`config.mk`:
```
export PLATFORM = sky130hd
export DESIGN_NAME = ctrl_trace_encoder
export DESIGN_NICKNAME = d
export VERILOG_FILES = /design/src/rtl/ctrl_trace_encoder.sv
export SDC_FILE = /design/constraint.sdc
export NUM_CORES = 1
export LEC_CHECK = 0
export BUFFER_PORTS_ARGS = -buffer_cell sky130_fd_sc_hd__buf_2
export CORE_ASPECT_RATIO = 1.4
export CORE_MARGIN = 5
export CORE_UTILIZATION = 40
export DETAILED_ROUTE_END_ITERATION = 10
export HOLD_SLACK_MARGIN = 0.03
export PLACE_DENSITY = 0.62
export SLEW_MARGIN = 20
export SYNTH_ARGS = -nofsm -noshare
export SYNTH_HDL_FRONTEND = slang
export SYNTH_SLANG_ARGS = --single-unit
```
`constraint.sdc`:
```
create_clock -name clk -period 4.01 [get_ports clk]
set_clock_uncertainty 0.05 [all_clocks]
set_input_delay 0.2005 -clock clk [delete_from_list [all_inputs] [get_ports clk]]
set_output_delay 0.2005 -clock clk [all_outputs]
set_load 0.01 [all_outputs]
```
`src/rtl/ctrl_trace_encoder.sv`:
```
// Decode->execute trace tap: re-encodes a 30-bit control vector to its opcode and
// buffers {opcode, pc, illegal} in a small FIFO drained through a valid/ready port.
module ctrl_trace_encoder #(
  parameter int DEPTH = 8,
  parameter int PC_W  = 16,
  parameter int CNT_W = 8
) (
  input  logic             clk,
  input  logic             rst_n,
  input  logic             in_valid,
  input  logic [29:0]      in_ctrl,
  input  logic [PC_W-1:0]  in_pc,
  output logic             out_valid,
  input  logic             out_ready,
  output logic [4:0]       out_opcode,
  output logic [PC_W-1:0]  out_pc,
  output logic             out_illegal,
  output logic [CNT_W-1:0] drop_cnt,
  output logic [CNT_W-1:0] illegal_cnt,
  input  logic             clr_cnt
);

  localparam int AW = $clog2(DEPTH);
  localparam int EW = 5 + PC_W + 1;
  localparam logic [AW:0] FULL_CNT = (AW + 1)'(DEPTH);

  logic [4:0] enc_opcode;
  logic       enc_illegal;

  // Only exact canonical patterns map to an opcode; anything else is flagged.
  always_comb begin
    enc_opcode  = 5'b11111;
    enc_illegal = 1'b0;
    case (in_ctrl)
      30'h0000_0000: enc_opcode = 5'b00000;
      30'h0000_0010: enc_opcode = 5'b01111;
      30'h0000_0020: enc_opcode = 5'b01110;
      30'h0000_0040: enc_opcode = 5'b01101;
      30'h0000_0081: enc_opcode = 5'b01000;
      30'h0000_0101: enc_opcode = 5'b01001;
      30'h0000_0201: enc_opcode = 5'b01010;
      30'h0000_0401: enc_opcode = 5'b01011;
      30'h0000_0802: enc_opcode = 5'b01100;
      30'h0000_1004: enc_opcode = 5'b00111;
      30'h0000_2008: enc_opcode = 5'b11010;
      30'h0000_400C: enc_opcode = 5'b00110;
      30'h0000_8002: enc_opcode = 5'b00101;
      30'h0001_0008: enc_opcode = 5'b11001;
      30'h0002_0008: enc_opcode = 5'b11000;
      30'h0004_0008: enc_opcode = 5'b10111;
      30'h0008_0008: enc_opcode = 5'b10110;
      30'h0010_0008: enc_opcode = 5'b10101;
      30'h0020_0008: enc_opcode = 5'b10011;
      30'h0040_0008: enc_opcode = 5'b10010;
      30'h0080_0008: enc_opcode = 5'b00100;
      30'h0100_0000: enc_opcode = 5'b00011;
      30'h0200_0008: enc_opcode = 5'b10001;
      30'h0400_0008: enc_opcode = 5'b10000;
      30'h0800_0008: enc_opcode = 5'b10100;
      30'h1000_0000: enc_opcode = 5'b00010;
      30'h2000_0000: enc_opcode = 5'b00001;
      default:       enc_illegal = 1'b1;
    endcase
  end

  logic [EW-1:0]   mem [0:DEPTH-1];
  logic [AW-1:0]   wr_ptr_reg, rd_ptr_reg, rd_ptr_next;
  logic [AW:0]     count_reg, count_next;
  logic            out_valid_reg, out_illegal_reg;
  logic [4:0]      out_opcode_reg;
  logic [PC_W-1:0] out_pc_reg;
  logic [CNT_W-1:0] drop_cnt_reg, illegal_cnt_reg;

  logic          full, push, pop, head_load, head_from_input;
  logic [EW-1:0] wr_data, head_next;

  assign full    = (count_reg == FULL_CNT);
  assign push    = in_valid && !full;
  assign pop     = out_valid_reg && out_ready;
  assign wr_data = {enc_opcode, in_pc, enc_illegal};

  always_comb begin
    count_next = count_reg;
    if (push && !pop)
      count_next = count_reg + (AW + 1)'(1);
    else if (!push && pop)
      count_next = count_reg - (AW + 1)'(1);
  end

  // The head register reloads only when it is consumed or empty, so it holds
  // steady under backpressure. When the FIFO drains to nothing this cycle, the
  // incoming word becomes the new head directly.
  assign rd_ptr_next     = pop ? rd_ptr_reg + AW'(1) : rd_ptr_reg;
  assign head_load       = pop || (count_reg == '0);
  assign head_from_input = (count_reg == '0) || (pop && count_reg == (AW + 1)'(1));
  assign head_next       = head_from_input ? wr_data : mem[rd_ptr_next];

  always_ff @(posedge clk) begin
    if (push)
      mem[wr_ptr_reg] <= wr_data;
  end

  always_ff @(posedge clk or negedge rst_n) begin
    if (!rst_n) begin
      wr_ptr_reg      <= '0;
      rd_ptr_reg      <= '0;
      count_reg       <= '0;
      out_valid_reg   <= 1'b0;
      out_opcode_reg  <= '0;
      out_pc_reg      <= '0;
      out_illegal_reg <= 1'b0;
    end else begin
      if (push)
        wr_ptr_reg <= wr_ptr_reg + AW'(1);
      rd_ptr_reg    <= rd_ptr_next;
      count_reg     <= count_next;
      out_valid_reg <= (count_next != '0);
      if (head_load && count_next != '0)
        {out_opcode_reg, out_pc_reg, out_illegal_reg} <= head_next;
    end
  end

  always_ff @(posedge clk or negedge rst_n) begin
    if (!rst_n) begin
      drop_cnt_reg    <= '0;
      illegal_cnt_reg <= '0;
    end else if (clr_cnt) begin
      drop_cnt_reg    <= '0;
      illegal_cnt_reg <= '0;
    end else begin
      if (in_valid && full && drop_cnt_reg != '1)
        drop_cnt_reg <= drop_cnt_reg + CNT_W'(1);
      if (push && enc_illegal && illegal_cnt_reg != '1)
        illegal_cnt_reg <= illegal_cnt_reg + CNT_W'(1);
    end
  end

  assign out_valid   = out_valid_reg;
  assign out_opcode  = out_opcode_reg;
  assign out_pc      = out_pc_reg;
  assign out_illegal = out_illegal_reg;
  assign drop_cnt    = drop_cnt_reg;
  assign illegal_cnt = illegal_cnt_reg;

endmodule

```
==> results of run 1 <==
[Yosys cell counts (4+ instances only)]
cell and number:
and2_1 7, a211oi_1 5, nor3_1 19, nor2_1 51, o31ai_1 6, nand3_1 15
mux4_2 44, inv_1 8, buf_2 8, dfrtp_1 49, nor4_1 7, xor2_1 12
nor4_4 4, edfxtp_1 176, clkbuf_1 13, and4b_1 4, ha_1 7, xnor2_1 8
mux2_1 4, and3_1 4, o21ai_0 24, nand2_1 45, a21oi_1 25, or3_1 8
nor4_2 7, nand4_1 15, nor2b_1 6, mux2i_1 20
[worst min path at each step]
| stage | startpoint | depth (start not counted) | end |
|---|---|---|---|
| after floorplan | rst_n | 0 | count_reg[0] |
| after global placement | rst_n | 2 | out_pc[1] |
| after detailed placement | rst_n | 2 | out_pc[1] |
| after CTS | clr_cnt | 2 | drop_cnt[3] |
| after global routing | clr_cnt | 2 | drop_cnt[2] |
| final | clr_cnt | 2 | drop_cnt[3] |
[through the flow]
stage,std cells,instance area (um^2),hold WS [ns]
CTS,1124,12000,0.0364
global route,1124,12000,0.0511
global placement,1067,11100,0.339
floorplan,662,10100,-0.145
detailed placement,1067,11100,0.345
finish,1124,12000,0.0463
[final cells by class]
| type | instances | share of cell area |
|---|---|---|
| well taps | 315 | 0.0330 |
| clock buffers | 31 | 0.0506 |
| clock inverters | 9 | 0.00722 |
| flip-flops and latches | 225 | 0.545 |
| repair buffers | 131 | 0.0693 |
| inverters | 8 | 0.00251 |
| multi-input cells | 405 | 0.293 |
[layout by cell type, fill, tap and decap left out, drive strengths merged, types with 7 or more instances in the layout]
cell           n
nor2          52
nand3         16
edfxtp       176
clkbuf        31
nor3          21
nand2         45
ha             7
mux2i         20
dfrtp         49
a21oi         25
or3           10
and2           7
xor2          12
mux4          44
nor4          18
dlygate4sd3   17
inv            9
o21ai         24
nand4         17
buf          114
xnor2          9
[logic make-up (layout without fill, tap and decap cells)]
group | after synthesis | after routing | share of synthesized area
mux | 70 | 70 | 0.125
buf+inv | 32 | 179 | 0.0133
simple gates | 224 | 224 | 0.133
compound gates | 82 | 82 | 0.0527
fa+ha+maj | 8 | 8 | 0.00970
xor+xnor | 21 | 21 | 0.0190
flops | 225 | 225 | 0.647
[power groups by stage]
stage	registers, mW	clock network, mW	logic, mW
after detailed placement	3.20	0	2.97
after global placement	3.19	0	2.94
final	3.15	1.97	2.91
after global routing	3.19	2.12	3.20
after floorplan	3.21	0	1.94
after CTS	3.16	2.03	2.98
[repair_timing]
item | CTS | global route
gates resized for setup | 0 | 0
hold buffers | 17 | 0
endpoints found under the hold margin | 180 | 0
buffers inserted | 0 | 0
[critical path, stage by stage (launching register included)]
cell	delay (ns)
dfrtp_1	0.45
inv_1	0.07
ha_1	0.24
nand3b_1	0.15
and2_1	0.38
maj3_1	0.25
o22ai_1	0.14
o41ai_4	0.84
buf_4	0.39
o21ai_0	0.13
[routing by layer]
metal | up-vias | global-route usage | part of all wire
li1 | 2888 | - | -
met1 | 3105 | 0.197 | 0.39
met2 | 176 | 0.287 | 0.53
met3 | 33 | 0.0233 | 0.058
met4 | 0 | 0.0433 | 0.019
met5 | - | 0 | 0
==> results.py, run 1 <==
metrics = {
    "cts": {
        "cts_tree": "done",
        "root_buffer": "clkbuf_16",
        "cts.htree.levels": 1,
        "clk_latency_ns": 0.51,
        "cts.path.max_buffers": 3,
        "numCtsBuffers": 22,
        "path_clk_slew_ns": 0.07,
        "cts.sinks": 225,
    },
    "power_and_ir_drop": {
        "power_mw": 8.03,
        "total_leakage_power_nw": 4.29,
        "p_per_area_nw_per_um2": 672,
        "p_sw_mw": 2.63,
        "combPwrFrac": 0.362,
        "swShare": 0.327,
        "ir_worst_vdd_mv": 0.362,
        "intPower_mw": 5.40,
        "p_seq_frac": 0.393,
        "clock_power_share": 0.245,
    },
    "cells_and_area": {
        "area_growth_pct": 18.8,
        "nets": 851,
        "ff_latch_area_um2": 6510,
        "largest_reg_flops": 176,
        "multi_input_area_um2": 3500,
        "fin_util": 0.483,
        "insertedDiodeCount": 0,
        "fillerInstances": 2159,
        "drive_gt1_frac": 0.282,
    },
    "route": {
        "first_iter_violations": 308,
        "wl_per_cell_um": 19.9,
        "route.antenna.remaining_nets": 0,
        "num_vias": 6202,
        "wl_um": 22400,
        "drcViolationCount": 0,
        "vias_per_cell": 5.52,
        "dr.pass1.iters": 5,
    },
    "critical_path": {
        "startpoint_type": "flip-flop",
        "crit_end": "out_pc[12]",
        "path_class": "reg -> reg",
        "crit_fanout": 22,
        "critPathCaptureType": "flip-flop",
        "crit_required_ns": 4.33,
        "r2r_end": "out_pc[12]",
        "r2r-start": "count_reg[0]",
        "crit_path_start": "count_reg[0]",
        "arrival_ns": 3.57,
        "reg2reg_depth": 9,
        "rrSetupSlack_ns": 0.76,
    },
    "run_status": {
        "status": "completed",
    },
    "yosys": {
        "synth_seq_cells": 225,
        "syn_nets": 720,
        "ys_warn_count": 0,
        "synth_cells": 662,
        "syn_avg_cell_area_um2": 15.2,
        "netlist_area_um2": 10100,
        "ys_types": 67,
        "yosysTopAreaCell": "edfxtp_1",
        "ys_seq_area_frac": 0.647,
        "synth_top_area_frac": 0.525,
        "async_flop_share": 0.218,
        "synthFlopType": "edfxtp_1",
        "synth_edf_count": 176,
        "yosys-top-cells-area": "edfxtp_1 53%, dfrtp_1 12%, mux4_2 9.8%, mux2i_1 2.0%, nor2_1 1.9%",
    },
    "place": {
        "place_congestion": 0.872,
        "dp_hpwl_um": 14600,
        "portBuffers": 89,
        "dp_slack_ns": 0.694,
    },
    "floorplanning": {
        "die_w_um": 144,
        "fp.dieH_um": 198,
        "placeableCoreArea_um2": 24800,
        "io_pins": 90,
        "rows": 68,
        "start_util": 0.406,
        "die_area_um2": 28500,
    },
    "global_routing": {
        "grt_overflow": 0,
        "globalRouteTotalUtil": 0.159,
        "antenna_found_initial": 0,
        "grt_pass1_vias": 6373,
        "grt_start_max_net_pins": 50,
        "grt_pass1_wl_um": 35100,
    },
    "timing": {
        "rsz0062_at_grt": "no",
        "max_freq_ghz": 0.308,
        "tightest_slew_ns": 0.857,
        "setup_viol": 0,
        "period_needed_ns": 3.25,
        "finalMaxSlewViolations": 0,
        "post-route-period-util": 0.811,
        "maxSlewHeadroom": 0.426,
        "hold_viol_final": 0,
        "totalNegativeSetupSlack_ns": 0,
        "layout_setup_ws_ns": 0.760,
    },
    "run": {
        "maxCapViolations": 0,
    },
    "min_path": {
        "min_path_type": "in -> reg",
    },
}
Power figures use the tool's default switching activity.
==> run 2: changes to the inputs <==
clock period = 3.4 ns   (was 4.01 ns; I/O delays follow)
==> run 2 against run 1 <==
Compared with the run above:
- sequential power is 18% higher
- sequential cell count stayed put
- sequential share of layout area is 0.24 points lower
- setup slack worse by 0.27 ns
- register-to-register slack worse by 0.27 ns
- critical path type unchanged
- global-route usage is 0.30 points lower
- combinational power is 16% higher
- core utilization is 0.21 points higher
- clock-buffer cell count is 5 lower
- non-clock buffer count is 2 lower
- critical path depth is 1 higher
- routed wire length is 0.95% lower
==> results.py, run 2 (synthesis results as in run 1) <==
metrics = {
    "run_status": {
        "status": "completed",
    },
    "global_routing": {
        "grt_overflow": 0,
        "grt_start_max_net_pins": 46,
        "antenna_found_initial": 0,
        "globalRouteTotalUtil": 0.156,
        "grt_pass1_wl_um": 34600,
        "grt_pass1_vias": 6338,
    },
    "timing": {
        "period_needed_ns": 2.91,
        "maxSlewHeadroom": 0.613,
        "post-route-period-util": 0.856,
        "finalMaxSlewViolations": 0,
        "totalNegativeSetupSlack_ns": 0,
        "rsz0062_at_grt": "no",
        "setup_viol": 0,
        "max_freq_ghz": 0.344,
        "tightest_slew_ns": 0.576,
        "hold_viol_final": 0,
    },
    "cells_and_area": {
        "area_growth_pct": 19.3,
        "fin_area_um2": 12000,
        "insertedDiodeCount": 0,
        "fin_util": 0.485,
        "final_cell_mix": "176 x edfxtp_1, 89 x buf_2, 49 x dfrtp_1",
        "final_common_cell": "edfxtp_1",
        "largest_reg_flops": 176,
        "drive_gt1_frac": 0.280,
        "nets": 850,
    },
    "power_and_ir_drop": {
        "ir_worst_vdd_mv": 0.422,
        "p_per_area_nw_per_um2": 798,
        "p_sw_mw": 3.08,
        "combPwrFrac": 0.353,
        "p_seq_frac": 0.390,
        "total_leakage_power_nw": 4.31,
        "swShare": 0.321,
        "intPower_mw": 6.50,
        "clock_power_share": 0.257,
    },
    "route": {
        "route.antenna.remaining_nets": 0,
        "vias_per_cell": 5.55,
        "drcViolationCount": 0,
        "wl_um": 22200,
        "dr.pass1.iters": 4,
        "first_iter_violations": 321,
        "num_vias": 6225,
        "wl_per_cell_um": 19.8,
    },
    "cts": {
        "cts_setup_buffers": 0,
        "cts.path.max_buffers": 3,
        "clk_latency_ns": 0.50,
        "cts.sinks": 225,
        "cts_resized": 0,
        "root_buffer": "clkbuf_16",
        "path_clk_slew_ns": 0.06,
        "cts.htree.levels": 1,
        "numCtsBuffers": 23,
        "cts_tree": "done",
        "postCtsHoldBufs": 18,
    },
    "floorplanning": {
        "placeableCoreArea_um2": 24800,
        "io_pins": 90,
        "die_area_um2": 28500,
        "fp.dieH_um": 198,
        "rows": 68,
        "start_util": 0.406,
        "die_w_um": 144,
    },
    "run": {
        "maxCapViolations": 0,
    },
    "place": {
        "place_congestion": 0.877,
        "dp_hpwl_um": 14300,
        "dpl_cell_area_um2": 11100,
        "portBuffers": 89,
    },
    "critical_path": {
        "crit_fanout": 22,
        "path_class": "reg -> reg",
        "arrival_ns": 3.24,
        "critPathCaptureType": "flip-flop",
        "crit_required_ns": 3.73,
        "startpoint_type": "flip-flop",
    },
    "min_path": {
        "min_path_type": "in -> reg",
    },
}
==> run 2: final timing paths <==
| path | startpoint | end | slack, ns | cells after the start |
|---|---|---|---|---|
| worst max-delay path | count_reg[0] | out_opcode[0] | 0.49 | 10 |
| worst min-delay path | in_valid | count_reg[2] | 0.1 | 4 |
| worst max register to register | count_reg[0] | out_opcode[0] | 0.49 | 10 |
| worst min register to register | out_pc[2] | out_pc[2] | 0.43 | 2 |
| max in group asynchronous | rst_n | illegal_cnt[2] | 2.40 | 4 |
| min in group asynchronous | rst_n | out_pc[3] | 0.12 | 2 |
==> run 2: critical path: stages, from the launching register on <==
cell	delay [ns]
dfrtp_1	0.46
inv_1	0.08
ha_1	0.24
nand3b_1	0.17
and2_1	0.39
o21ai_0	0.18
xor2_1	0.21
o41ai_4	0.41
buf_4	0.32
a21oi_1	0.08
a22o_1	0.20
==> run 2: through the flow <==
step | hold slack [ns] | cells | worst slack, ns | power, mW
after floorplan | -0.176 | 662 | 0.146 | 6.08
after detailed placement | 0.340 | 1063 | 0.442 | 7.25
final | 0.0956 | 1121 | 0.489 | 9.58
after CTS | 0.0766 | 1120 | 0.449 | 9.76
after global placement | 0.336 | 1063 | 0.459 | 7.19
after global routing | 0.131 | 1121 | 0.305 | 10.2
==> run 2: power groups by stage <==
stage	Combinational [mW]	Sequential [mW]	Clock (mW)
final	3.38	3.73	2.46
after global routing	3.74	3.78	2.65
after CTS	3.48	3.74	2.53
after detailed placement	3.46	3.79	0
after global placement	3.42	3.78	0
after floorplan	2.29	3.79	0
==> run 2: final cells by class <==
class	count	area, um^2
timing repair buffer	129	828
multi-input combinational	405	3510
inverter	8	30.0
clock inverter	13	148
clock buffer	26	587
tap	315	394
sequential	225	6510
fill	2178	12800
==> run 2: layer usage <==
layer / up-vias / global-route usage / part of all wire
li1: 2885 / - / -
met1: 3169 / 0.197 / 0.41
met2: 132 / 0.277 / 0.52
met3: 39 / 0.0194 / 0.044
met4: 0 / 0.0468 / 0.024
met5: - / 0 / 0
